File: config.mk
export PLATFORM = sky130hd
export DESIGN_NAME = pc_fetch
export DESIGN_NICKNAME = d
export VERILOG_FILES = /design/src/rtl/pc_fetch.sv
export SDC_FILE = /design/constraint.sdc
export NUM_CORES = 1
export LEC_CHECK = 0
export ABC_AREA = 0
export CORE_AREA = 2 2 133 135
export CTS_BUF_LIST = sky130_fd_sc_hd__clkbuf_2
export DETAILED_ROUTE_END_ITERATION = 10
export DIE_AREA = 0 0 135 137
export MAX_ROUTING_LAYER = met4
export PLACE_DENSITY = 0.89
export SETUP_SLACK_MARGIN = 0.1
export SLEW_MARGIN = 30
export SYNTH_ARGS = -nofsm -noshare
export SYNTH_HDL_FRONTEND = slang
export SYNTH_SLANG_ARGS = --single-unit
export TNS_END_PERCENT = 30
File: constraint.sdc
create_clock -name clk -period 2.05 [get_ports clk]
set_input_delay 0.3075 -clock clk [delete_from_list [all_inputs] [get_ports clk]]
set_output_delay 0.3075 -clock clk [all_outputs]
set_load 0.03 [all_outputs]
File: src/rtl/pc_fetch.sv
// pc_fetch: instruction-fetch front end.
// Owns the program counter and issues at most one outstanding fetch on the
// instruction bus. Returned words go to the if_id register, or to a one-entry
// buffer while the decode side is held. Redirects from pipeline control
// abandon or discard the in-flight fetch.
//
// Ports:
//   clk, rst        clock; asynchronous active-low reset
//   jump_flag_i     redirect request; jump_addr_i is the new pc
//   hold_flag_i     ordered hold level: 0 none, 1 pc, 2 if, 3 id
//   ibus_req_o      fetch request valid; ibus_addr_o is the fetch address
//   ibus_ack_i      request accepted this cycle
//   ibus_rvalid_i   read data valid; ibus_rdata_i is the data
//   inst_o          instruction to if_id, with inst_addr_o and inst_valid_o
//
// state | meaning
// ------+-----------------------------------------------------------
// IDLE  | no request outstanding; may issue a fetch from pc
// REQ   | ibus_req_o high, waiting for ibus_ack_i
// WAIT  | request accepted, waiting for data to deliver
// DROP  | request accepted after a redirect, data will be discarded
module pc_fetch #(
    parameter logic [31:0] RESET_ADDR = 32'h0000_0000,
    parameter logic [31:0] NOP_INST   = 32'h0000_0001
) (
    input  logic        clk,
    input  logic        rst,
    input  logic        jump_flag_i,
    input  logic [31:0] jump_addr_i,
    input  logic [2:0]  hold_flag_i,
    output logic        ibus_req_o,
    output logic [31:0] ibus_addr_o,
    input  logic        ibus_ack_i,
    input  logic        ibus_rvalid_i,
    input  logic [31:0] ibus_rdata_i,
    output logic [31:0] inst_o,
    output logic [31:0] inst_addr_o,
    output logic        inst_valid_o
);

    localparam logic [1:0] S_IDLE = 2'd0;
    localparam logic [1:0] S_REQ  = 2'd1;
    localparam logic [1:0] S_WAIT = 2'd2;
    localparam logic [1:0] S_DROP = 2'd3;

    localparam logic [2:0] HOLD_PC = 3'd1;
    localparam logic [2:0] HOLD_IF = 3'd2;

    logic [1:0]  state_q, state_d;
    logic [31:0] pc_q, pc_d;
    logic        req_q, req_d;
    logic [31:0] addr_q, addr_d;
    logic        drop_q, drop_d;
    logic        buf_valid_q, buf_valid_d;
    logic [31:0] buf_data_q, buf_data_d;
    logic [31:0] buf_addr_q, buf_addr_d;
    logic [31:0] inst_q, inst_d;
    logic [31:0] inst_addr_q, inst_addr_d;
    logic        inst_valid_q, inst_valid_d;

    logic hold_pc;
    logic hold_if;
    logic acked;
    logic rsp_wait;

    always_comb begin
        state_d      = state_q;
        pc_d         = pc_q;
        req_d        = req_q;
        addr_d       = addr_q;
        drop_d       = drop_q;
        buf_valid_d  = buf_valid_q;
        buf_data_d   = buf_data_q;
        buf_addr_d   = buf_addr_q;
        inst_d       = inst_q;
        inst_addr_d  = inst_addr_q;
        inst_valid_d = inst_valid_q;

        hold_pc  = (hold_flag_i >= HOLD_PC);
        hold_if  = (hold_flag_i >= HOLD_IF);
        acked    = (state_q == S_REQ) && ibus_ack_i;
        // Data only counts while a live fetch is waiting for it; stray
        // rvalid in any other state is ignored.
        rsp_wait = (state_q == S_WAIT) && ibus_rvalid_i;

        case (state_q)
            S_IDLE: begin
                // A jump empties the buffer this cycle, so it does not block.
                if (!hold_pc && (jump_flag_i || !buf_valid_q)) begin
                    state_d = S_REQ;
                    req_d   = 1'b1;
                    addr_d  = jump_flag_i ? jump_addr_i : pc_q;
                end
            end
            S_REQ: begin
                if (jump_flag_i) begin
                    drop_d = 1'b1;
                end
                if (acked) begin
                    req_d   = 1'b0;
                    state_d = (drop_q || jump_flag_i) ? S_DROP : S_WAIT;
                    // After a redirect pc already holds the target; the
                    // abandoned fetch must not advance it.
                    if (!drop_q) begin
                        pc_d = addr_q + 32'd4;
                    end
                end
            end
            S_WAIT: begin
                // Jump together with data consumes the response, so there is
                // nothing left to drop.
                if (ibus_rvalid_i) begin
                    state_d = S_IDLE;
                end else if (jump_flag_i) begin
                    state_d = S_DROP;
                end
            end
            default: begin
                if (ibus_rvalid_i) begin
                    state_d = S_IDLE;
                    drop_d  = 1'b0;
                end
            end
        endcase

        if (jump_flag_i) begin
            pc_d = jump_addr_i;
        end

        if (jump_flag_i) begin
            buf_valid_d  = 1'b0;
            inst_d       = NOP_INST;
            inst_addr_d  = jump_addr_i;
            inst_valid_d = 1'b0;
        end else if (hold_if) begin
            if (rsp_wait) begin
                buf_valid_d = 1'b1;
                buf_data_d  = ibus_rdata_i;
                buf_addr_d  = addr_q;
            end
        end else if (buf_valid_q) begin
            // A full buffer blocks new requests, so no data can collide here.
            inst_d       = buf_data_q;
            inst_addr_d  = buf_addr_q;
            inst_valid_d = 1'b1;
            buf_valid_d  = 1'b0;
        end else if (rsp_wait) begin
            inst_d       = ibus_rdata_i;
            inst_addr_d  = addr_q;
            inst_valid_d = 1'b1;
        end else begin
            inst_d       = NOP_INST;
            inst_valid_d = 1'b0;
        end
    end

    always_ff @(posedge clk or negedge rst) begin
        if (!rst) begin
            state_q      <= S_IDLE;
            pc_q         <= RESET_ADDR;
            req_q        <= 1'b0;
            addr_q       <= RESET_ADDR;
            drop_q       <= 1'b0;
            buf_valid_q  <= 1'b0;
            buf_data_q   <= NOP_INST;
            buf_addr_q   <= RESET_ADDR;
            inst_q       <= NOP_INST;
            inst_addr_q  <= RESET_ADDR;
            inst_valid_q <= 1'b0;
        end else begin
            state_q      <= state_d;
            pc_q         <= pc_d;
            req_q        <= req_d;
            addr_q       <= addr_d;
            drop_q       <= drop_d;
            buf_valid_q  <= buf_valid_d;
            buf_data_q   <= buf_data_d;
            buf_addr_q   <= buf_addr_d;
            inst_q       <= inst_d;
            inst_addr_q  <= inst_addr_d;
            inst_valid_q <= inst_valid_d;
        end
    end

    assign ibus_req_o   = req_q;
    assign ibus_addr_o  = addr_q;
    assign inst_o       = inst_q;
    assign inst_addr_o  = inst_addr_q;
    assign inst_valid_o = inst_valid_q;

endmodule

==> results of run 1 <==
[Yosys cell counts, drive strengths merged, types with 3 or more instances]
cell	count	area, um2
a211oi	5	37.5
dfrtp	196	4900
and4	4	35.0
a31oi	15	93.8
mux2i	53	531
nor3	5	30.0
a21oi	78	390
nor2b	4	25.0
nor2	103	389
nand4	12	81.3
nand3	19	95.1
inv	7	26.3
o31ai	4	35.0
xor2	14	123
nor4	3	25.0
clkbuf	47	178
o21ai	59	295
a22oi	48	360
or3	5	31.3
buf	19	90.1
mux2	75	845
nand2	64	240
o221ai	3	26.3
xnor2	10	87.6
[metal layers]
| metal | vias up | GRT usage [%] |
|---|---|---|
| met5 | - | - |
| met4 | 0 | 13.1 |
| met3 | 74 | 5.00 |
| met2 | 279 | 40.4 |
| met1 | 3657 | 32.7 |
| li1 | 3447 | - |
[state kept, by name (all words and copies together) (netlist names), 2 cells and up]
signal,count
buf_data_q,32
inst_addr_o,32
inst_o,32
pc_q,32
state_q,2
ibus_addr_o,32
buf_addr_q,32
[power by group through the flow]
stage / sequential (uW) / clock (uW) / combinational, uW
3_3_place_gp: 6350 / 0 / 6270
2_1_floorplan: 7540 / 0 / 2550
3_5_place_dp: 6430 / 0 / 6440
4_1_cts: 6310 / 2010 / 6270
6_report: 6280 / 1970 / 6430
5_1_grt: 6460 / 2190 / 6900
[worst min path at each step]
stage | cells past startpoint | from | to
6_report | 2 | rst | inst_addr_o[16]
5_1_grt | 2 | rst | inst_addr_o[21]
4_1_cts | 2 | rst | buf_addr_q[16]
3_5_place_dp | 1 | rst | inst_addr_o[10]
3_3_place_gp | 1 | rst | inst_addr_o[10]
2_1_floorplan | 0 | rst | buf_addr_q[0]
[kinds of logic (layout without fill, tap and decap cells)]
logic type	after synthesis	in the layout
AO/OA/AOI/OAI	214	214
buffers and inverters	73	279
flip-flops	198	198
multiplexers	128	128
XOR/XNOR	24	24
adder cells (fa/ha/maj)	1	1
AND/OR/NAND/NOR	225	225
other	0	1
[cells in the final DEF (no fill, tap or decap), types with 11 or more instances in the layout]
cell	instances
buf_4	60
a31oi_1	15
clkbuf_2	36
mux2i_1	53
nor2_1	101
xor2_1	14
dlygate4sd2_1	40
nand3_1	19
buf_2	22
a22oi_1	48
mux2_2	75
o21ai_0	56
dfrtp_2	15
clkdlybuf4s50_1	69
a21oi_1	78
clkdlybuf4s15_2	14
nand4_1	11
nand2_1	64
dfrtp_1	181
[per-stage QoR]
step / hold slack [ns] / total power, uW
2_1_floorplan: 0.0119 / 10100
3_3_place_gp: 0.330 / 12600
3_5_place_dp: 0.333 / 12900
4_1_cts: 0.0140 / 14600
5_1_grt: 0.00679 / 15500
6_report: 0.0666 / 14700
[cell type report]
| class | count | area (um2) | share of cell area, % |
|---|---|---|---|
| diodes | 1 | 2.50 | 0.0217 |
| clock buffers | 18 | 90.1 | 0.780 |
| clock inverters | 14 | 158 | 1.36 |
| inverters | 7 | 26.3 | 0.227 |
| multi-input cells | 592 | 3890 | 33.7 |
| flip-flops and latches | 198 | 4980 | 43.1 |
| well taps | 225 | 282 | 2.44 |
| repair buffers | 240 | 2120 | 18.4 |
[worst register-to-register path, delay by kind of cell, from the launching register on]
kind	cells	cell delay (ns)
buffers and inverters	3	0.52
AND/OR/NAND/NOR	3	0.51
flip-flops	1	0.44
AO/OA/AOI/OAI	1	0.20
XOR/XNOR	1	0.16
[what timing repair did]
action                                  4_1_cts  5_1_grt
gates resized for setup                     224       44
setup buffers                                12        9
endpoints found under the setup margin       98       92
endpoints found under the hold margin       199        0
pin swaps                                     0        0
hold buffers                                  2        0
==> results.md, run 1 <==
- Met2 wire len: 11.3 mm
- Unrepaired setup endpoints after global routing: true
- CTS tree: yes
- Post-synthesis mux area share: 15.1%
- Required @ worst endpoint: 1.74 ns
- Syn_nets: 936
- Wire length on met3: 1.36 mm
- Post-Synth XOR/XNOR Area: 2.31%
- PwrDens: 1270 nW/um2
- FP Rows: 48
- CP Cell Sequence: dlygate4sd2_1
- Root cell of the clock tree: clkbuf_2
- Slew HR: 58.4%
- CTS H-tree lvls: 4
- Clk Latency, worst-skew pair: 0.76 ns
- Fin. max-slew vios: 0
- Detail Placement HPWL: 15.5 mm
- Sequential fraction of the synthesis area: 54.5%
- Total wire length: 23.0 mm
- Overflow after GRT: 0
- Sequential Power Share: 42.8%
- Top FF cell, synth: dfrtp_1
- ANT nets after route: 0
- Detailed-route via count: 7457
- Vias/cell: 5.76
- Cell count after synthesis: 863
- P_int: 8750 uW
- R2R Setup Slk: 0.16 ns
- Post-Place Cells: 1239
- Layout cells sized above 1: 23.9%
- Min Tclk post-route: 1.89 ns
- Max Fclk: 529 MHz
- Iteration-0 DRC Markers: 513
- Layout Skew: 0.0299 ns
- Largest net degree at the start of global routing: 79
- Clock power share: 13.4%
- Static Leak: 0.00500 uW
- Critical path buffers and inverters: 1
- Peak VDD IR: 0.745 mV
- Logic pwr share: 43.8%
- Sw power: 5920 uW
- Largest family of logic cells by synthesized area: multiplexers
- Final Hold Violating Endpoints: 0
- Placement-stage cell area: 11300 um2
- Status: finished clean
- Synth cell types: 41
- # DRC: 0
- CP startpoint kind: register
- Pre-CTS setup slack: 0.0337 ns
- Crit path kind: register to output port
- Initial Utilization: 53.3%
- Synthesized area: 9100 um2
- Max_cap viols: 0
- Synth async-reset ratio: 100%
- R2r endpoint: pc_q[21]
- Port Buf Inserts: 169
- Final period utilization: 92.3%
- Setup TNS: 0 ns
- Fill count: 1278
- Stages on worst setup path: 1
- Core Box Area: 17100 um2
- Final Instance Count excl. Fillers: 1295
- Syn. warnings: 0
- CP max-delay cell: dfrtp_1
- Uppermost layer routed: met4
- Worst R2R Path Depth: 8
- Global-route wire length before repair: 36.5 mm
- CP startpoint: inst_o[8]
- Post-synthesis simple-gate area fraction: 10.9%
- Nets: 1129
- Data arrival, critical path: 1.58 ns
- Compound-Gate Fraction of Synth Area: 13.8%
- IO Pins: 170
- Type of element capturing the critical path: output port
- Clock tree buffer depth: 2
- PnR worst setup slack: 0.158 ns
- Crit path max fanout: 2
- Area Growth Syn to Fin: 27.0%
- Die footprint: 18500 um2
- Worst Setup EP: inst_o[8]
- Cell family contributing the most delay on the critical path: flip-flops
- GRT Resource Usage Total: 25.9%
- CTS clk-pin slew, worst paths: 0.27 ns
- Design area: 11500 um2
- Avg WL per Cell: 17.7 um
- Synth Register Bits: 198
- DIE WIDTH: 135 um
- Vias in the first global route: 7235
- WL met1: 9.51 mm
- Hold Path Class: primary input to async pin
- FF-to-FF Start: ibus_addr_o[14]
- Util after Layout: 67.7%
- TritonCTS buffer count: 17
- Least-Margin Pin Slew: 0.623 ns
- Final GP Congestion: 0.872
- Clock sink count: 198
- Avg Inst Size Synth: 10.5 um2
- Sw frac: 40.4%
- DR pass1 iterations: 6
- Die Y: 137 um
- Number of synthesized flops with an enable pin: 0
- # setup viols final: 0
- Max incr delay on CP: 0.41 ns
- Synth Area in Adders: 0.138%
- Number of antenna violations at the first check in global routing: 1
(Power assumes the default switching activity.)
==> run 2: changes to the inputs <==
--- a/config.mk
+++ b/config.mk
@@ -11,7 +11,7 @@
 export DETAILED_ROUTE_END_ITERATION = 10
 export DIE_AREA = 0 0 135 137
 export MAX_ROUTING_LAYER = met4
-export PLACE_DENSITY = 0.89
+export PLACE_DENSITY = 0.87
 export SETUP_SLACK_MARGIN = 0.1
 export SLEW_MARGIN = 30
 export SYNTH_ARGS = -nofsm -noshare
==> results.md, run 2 (same netlist as run 1, synthesis figures left out) <==
- Avg WL per Cell: 18.2 um (was 17.7 um)
- Peak VDD IR: 0.711 mV (was 0.745 mV)
- Most frequent cells in the layout: 181 x dfrtp_1, 101 x nor2_1, 78 x a21oi_1 (unchanged)
- Post-Place Cells: 1237 (was 1239)
- Sw power: 5920 uW (about the same)
- Max Fclk: 527 MHz (was 529 MHz)
- Worst R2R Path Depth: 6 (was 8)
- Min Tclk post-route: 1.90 ns (was 1.89 ns)
- ANT nets after route: 0 (unchanged)
- PwrDens: 1250 nW/um2 (was 1270 nW/um2)
- Layout Skew: 0.0443 ns (was 0.0299 ns)
- Hold Path Class: primary input to register (was primary input to async pin)
- Detail Placement HPWL: 15.9 mm (was 15.5 mm)
- Type of element capturing the critical path: output port (unchanged)
- CTS tree: yes (unchanged)
- TritonCTS buffer count: 17 (unchanged)
- Critical path buffers and inverters: 1 (unchanged)
- Cell family contributing the most delay on the critical path: flip-flops (unchanged)
- Final period utilization: 92.6% (was 92.3%)
- Area Growth Syn to Fin: 26.1% (was 27.0%)
- Unrepaired setup endpoints after global routing: true (unchanged)
- Fin. max-slew vios: 0 (unchanged)
- Nets: 1124 (was 1129)
- Clock sink count: 198 (unchanged)
- Data arrival, critical path: 1.59 ns (was 1.58 ns)
- PnR worst setup slack: 0.152 ns (was 0.158 ns)
- Final Power: 14300 uW (was 14700 uW)
- Crit path kind: register to output port (unchanged)
- CTS clk-pin slew, worst paths: 0.25 ns (was 0.27 ns)
- Core Box Area: 17100 um2 (unchanged)
- Max incr delay on CP: 0.51 ns (was 0.41 ns)
- CP Cell Sequence: clkdlybuf4s15_2 (was dlygate4sd2_1)
- Stages on worst setup path: 1 (unchanged)
- Final Hold Violating Endpoints: 0 (unchanged)
- Clock tree buffer depth: 2 (unchanged)
- IO Pins: 170 (unchanged)
- Vias in the first global route: 7407 (was 7235)
- Final GP Congestion: 0.834 (was 0.872)
- DIE WIDTH: 135 um (unchanged)
- R2r endpoint: pc_q[27] (was pc_q[21])
- Overflow after GRT: 0 (unchanged)
- Die Y: 137 um (unchanged)
- Least-Margin Pin Slew: 0.632 ns (was 0.623 ns)
- Crit path max fanout: 6 (was 2)
- Reg area: 4980 um2 (unchanged)
- CP max-delay cell: dfrtp_2 (was dfrtp_1)
- Clk Latency, worst-skew pair: 0.78 ns (was 0.76 ns)
- Pre-CTS setup slack: 0.0672 ns (was 0.0337 ns)
- Setup TNS: 0 ns (unchanged)
- CTS H-tree lvls: 4 (unchanged)
- CP startpoint kind: register (unchanged)
- Vias/cell: 5.78 (was 5.76)
- Port Buf Inserts: 169 (unchanged)
- Multi-input logic area: 3890 um2 (about the same)
- Status: finished clean (unchanged)
- P_int: 8380 uW (was 8750 uW)
- Root cell of the clock tree: clkbuf_2 (unchanged)
- # DRC: 0 (unchanged)
- Most common cell after layout, fill and taps aside: dfrtp_1 (unchanged)
- Final Instance Count excl. Fillers: 1287 (was 1295)
- Worst Setup EP: ibus_addr_o[16] (was inst_o[8])
- Slew HR: 57.9% (was 58.4%)
- Die footprint: 18500 um2 (unchanged)
- FF-to-FF Start: ibus_addr_o[5] (was ibus_addr_o[14])
- GRT Resource Usage Total: 26.6% (was 25.9%)
- FP Rows: 48 (unchanged)
- Fill count: 1324 (was 1278)
- DR pass1 iterations: 5 (was 6)
- Global-route wire length before repair: 37.6 mm (was 36.5 mm)
- CP startpoint: ibus_addr_o[16] (was inst_o[8])
- Number of antenna violations at the first check in global routing: 1 (unchanged)
- Initial Utilization: 53.3% (unchanged)
- Sw frac: 41.4% (was 40.4%)
- Iteration-0 DRC Markers: 472 (was 513)
- Total wire length: 23.4 mm (was 23.0 mm)
- Layout cells sized above 1: 23.5% (was 23.9%)
- Sequential Power Share: 44.4% (was 42.8%)
- Clock power share: 10.8% (was 13.4%)
- Detailed-route via count: 7436 (was 7457)
- Max_cap viols: 0 (unchanged)
- Largest net degree at the start of global routing: 66 (was 79)
- Required @ worst endpoint: 1.74 ns (about the same)
- Static Leak: 0.00491 uW (was 0.00500 uW)
- Logic pwr share: 44.7% (was 43.8%)
- # setup viols final: 0 (unchanged)
- R2R Setup Slk: 0.17 ns (was 0.16 ns)
-- run 2: worst min-delay path by stage --
stage | startpoint | end | cells after the start | slack, ns
global placement | rst | inst_addr_o[10] | 1 | 0.30
finish | jump_addr_i[7] | ibus_addr_o[7] | 3 | 0.10
global route | jump_addr_i[7] | pc_q[7] | 3 | 0.06
CTS | jump_addr_i[7] | ibus_addr_o[7] | 3 | 0.05
floorplan | rst | buf_addr_q[0] | 0 | 0.01
detailed placement | rst | inst_addr_o[10] | 1 | 0.30
-- run 2: tightest hold or removal path, cell delays in order --
cell             delay, ns
clkdlybuf4s50_1       0.39
nand2_1               0.09
a31oi_1               0.08
-- run 2: final cells by class --
| cell class | instances | share of cell area, % |
|---|---|---|
| antenna | 1 | 0.0218 |
| clock buffer | 19 | 0.829 |
| clock inverter | 10 | 0.524 |
| inverter | 7 | 0.229 |
| multi-input combinational | 592 | 33.9 |
| sequential | 198 | 43.4 |
| tap | 225 | 2.45 |
| timing repair buffer | 235 | 18.6 |
-- run 2: per-layer routing --
metal | wire length (um) | part of all wire [%] | track usage (%) | up-vias
met5 | 0 | 0 | - | -
li1 | - | - | - | 3446
met3 | 1110 | 4.7 | 4.37 | 53
met4 | 720 | 3.1 | 11.3 | 0
met1 | 9860 | 42 | 33.4 | 3703
met2 | 11700 | 50 | 43.2 | 234
-- run 2: stage by stage --
stage	util, %	cell area, um2	hold WS (ns)
2_1_floorplan	-	9100	0.0119
3_3_place_gp	66.3	11300	0.298
3_5_place_dp	66.3	11300	0.303
4_1_cts	67.5	11500	0.0489
5_1_grt	67.3	11500	0.0622
6_report	67.3	11500	0.103
-- run 2: repair_timing --
item / 4_1_cts / 5_1_grt
setup endpoints to repair: 98 / 82
setup buffers: 13 / 3
resized for setup: 244 / 42
endpoints found under the hold margin: 199 / 0
hold buffers: 4 / 0
-- run 2: power groups by stage --
stage               Clock [uW]  Sequential, uW  Combinational (uW)
global placement             0            6370                6240
floorplan                    0            7540                2550
CTS                       1590            6310                6320
finish                    1550            6350                6400
global route              1740            6500                6870
detailed placement           0            6480                6440
==> run 3: changes to the inputs <==
--- a/config.mk
+++ b/config.mk
@@ -6,12 +6,14 @@
 export NUM_CORES = 1
 export LEC_CHECK = 0
 export ABC_AREA = 0
-export CORE_AREA = 2 2 133 135
+export CORE_AREA = 2 2 127 129
 export CTS_BUF_LIST = sky130_fd_sc_hd__clkbuf_2
 export DETAILED_ROUTE_END_ITERATION = 10
-export DIE_AREA = 0 0 135 137
+export DIE_AREA = 0 0 129 131
+export DONT_BUFFER_PORTS = 1
+export GPL_TIMING_DRIVEN = 0
 export MAX_ROUTING_LAYER = met4
-export PLACE_DENSITY = 0.87
+export PLACE_DENSITY = 0.8
 export SETUP_SLACK_MARGIN = 0.1
 export SLEW_MARGIN = 30
 export SYNTH_ARGS = -nofsm -noshare
==> results.md, run 3 (same netlist as run 1, synthesis figures left out) <==
- Status: complete, but fails checks (was finished clean)
- Failing checks: negative hold slack, negative setup slack
- Required @ worst endpoint: 2.77 ns (was 1.74 ns)
- Crit path kind: register to register (was register to output port)
- Overflow after GRT: 0 (unchanged)
- Area Growth Syn to Fin: 17.1% (was 26.1%)
- CP startpoint kind: register (unchanged)
- Unrepaired setup endpoints after global routing: true (unchanged)
- Iteration-0 DRC Markers: 724 (was 472)
- PnR worst setup slack: -0.0240 ns (was 0.152 ns)
- Final Instance Count excl. Fillers: 1194 (was 1287)
- Peak VDD IR: 0.636 mV (was 0.711 mV)
- Die Y: 131 um (was 137 um)
- Nets: 1038 (was 1124)
- Most common cell after layout, fill and taps aside: dfrtp_1 (unchanged)
- Least-Margin Pin Slew: 0.813 ns (was 0.632 ns)
- Avg WL per Cell: 21.0 um (was 18.2 um)
- Final Hold Violating Endpoints: 198 (was 0)
- Die footprint: 16900 um2 (was 18500 um2)
- Data arrival, critical path: 2.79 ns (was 1.59 ns)
- Layout Skew: 0.0521 ns (was 0.0443 ns)
- Final GP Congestion: 0.876 (was 0.834)
- CTS tree: yes (unchanged)
- Vias/cell: 6.20 (was 5.78)
- Critical path buffers and inverters: 2 (was 1)
- Type of element capturing the critical path: register (was output port)
- Clock sink count: 198 (unchanged)
- Detailed-route via count: 7408 (was 7436)
- Crit path max fanout: 10 (was 6)
- GRT Resource Usage Total: 30.8% (was 26.6%)
- Clock tree buffer depth: 2 (unchanged)
- Hold slack: -0.864 ns (was 0.103 ns)
- # DRC: 0 (unchanged)
- Root cell of the clock tree: clkbuf_2 (unchanged)
- Most frequent cells in the layout: 172 x dfrtp_1, 98 x nor2_1, 78 x a21oi_1 (was 181 x dfrtp_1, 101 x nor2_1, 78 x a21oi_1)
- Hold Path Class: primary input to async pin (was primary input to register)
- Slew HR: 45.8% (was 57.9%)
- FP Rows: 46 (was 48)
- Post-Place Cells: 1079 (was 1237)
- Initial Utilization: 58.3% (was 53.3%)
- IO Pins: 170 (unchanged)
- Cell family contributing the most delay on the critical path: simple AND/OR/NAND/NOR gates (was flip-flops)
- CP startpoint: state_q[0] (was ibus_addr_o[16])
- Clk Latency, worst-skew pair: 0.81 ns (was 0.78 ns)
- CP Cell Sequence: clkbuf_2, nand3b_1, nor2_4, buf_2, mux2_2 (was clkdlybuf4s15_2)
- PwrDens: 1290 nW/um2 (was 1250 nW/um2)
- Number of antenna violations at the first check in global routing: 1 (unchanged)
- Static Leak: 0.00447 uW (was 0.00491 uW)
- Total wire length: 25.1 mm (was 23.4 mm)
- Max_cap viols: 0 (unchanged)
- Hold_buf cts: 70 (was 4)
- Detail Placement HPWL: 16.2 mm (was 15.9 mm)
- Global-route wire length before repair: 38.7 mm (was 37.6 mm)
- Final period utilization: 101% (was 92.6%)
- # setup viols final: 9 (was 0)
- Worst R2R Path Depth: 5 (was 6)
- CTS H-tree lvls: 4 (unchanged)
- TritonCTS buffer count: 17 (unchanged)
- Core Box Area: 15600 um2 (was 17100 um2)
- Layout cells sized above 1: 20.6% (was 23.5%)
- ANT nets after route: 0 (unchanged)
- Max Fclk: 482 MHz (was 527 MHz)
- CTS clk-pin slew, worst paths: 0.28 ns (was 0.25 ns)
- R2r endpoint: buf_addr_q[27] (was pc_q[27])
- R2R Setup Slk: -0.02 ns (was 0.17 ns)
- DIE WIDTH: 129 um (was 135 um)
- Fin. max-slew vios: 0 (unchanged)
- Port Buf Inserts: 0 (was 169)
- Min Tclk post-route: 2.07 ns (was 1.90 ns)
- Largest net degree at the start of global routing: 199 (was 66)
- DR pass1 iterations: 5 (unchanged)
- FF-to-FF Start: state_q[0] (was ibus_addr_o[5])
- Vias in the first global route: 7180 (was 7407)
- Setup TNS: -0.103 ns (was 0 ns)
- CP max-delay cell: dfrtp_1 (was dfrtp_2)
- Max incr delay on CP: 0.43 ns (was 0.51 ns)
-- run 3: power breakdown --
group          switching (uW)  internal [uW]
registers                2720           5330
clock network            1340            696
logic                    1780           1860
-- run 3: area by class of cell --
cell class	count	area (um2)
diodes	1	2.50
well taps	216	270
fillers	1124	4940
inverters	7	26.3
multi-input cells	592	3960
flip-flops and latches	198	4990
repair buffers	85	831
clock inverters	11	150
plain buffers	64	332
clock buffers	20	100
-- run 3: metrics by stage --
stage / instance area, um2 / setup slack, ns / total power (uW) / utilization (%)
after floorplan: 9100 / 0.124 / 10100 / -
after global placement: 9370 / -0.277 / 10900 / 60.1
after detailed placement: 9370 / -0.321 / 11100 / 60.1
after CTS: 10500 / 0.0581 / 13400 / 67.1
after global routing: 10700 / -0.0533 / 14500 / 68.3
final: 10700 / -0.0240 / 13700 / 68.3
-- run 3: how the worst max path moves through the flow --
stage	endpoint	slack, ns	cells after the start
CTS	inst_o[24]	0.06	5
global route	pc_q[30]	-0.05	6
finish	buf_addr_q[27]	-0.02	5
detailed placement	ibus_addr_o[25]	-0.32	7
global placement	pc_q[18]	-0.28	6
floorplan	pc_q[18]	0.12	6
-- run 3: layer usage --
layer  share of wire [%]  vias to the layer above  GRT usage (%)  wire, um
met3                 8.6                       64           7.61      2160
met2                  49                      380           47.5     12200
met1                  40                     3698           39.8     10000
met4                 2.7                        0           11.7       684
met5                   0                        -              -         0
li1                    -                     3266              -         -
-- run 3: repair_timing --
| action | CTS | global route |
|---|---|---|
| pin swaps | 3 | 7 |
| hold endpoints to repair | 364 | 198 |
| setup endpoints to repair | 185 | 154 |
| gates cloned | 0 | 0 |
| gates resized for setup | 58 | 40 |
| buffers inserted | 2 | 13 |
-- run 3: worst register-to-register path, delay by kind of cell, from the launching register on --
family                 cells  cell delay [ns]
buffers and inverters      2             0.56
DFF                        1             0.43
muxes                      1             0.39
and+or+nand+nor            2             0.61
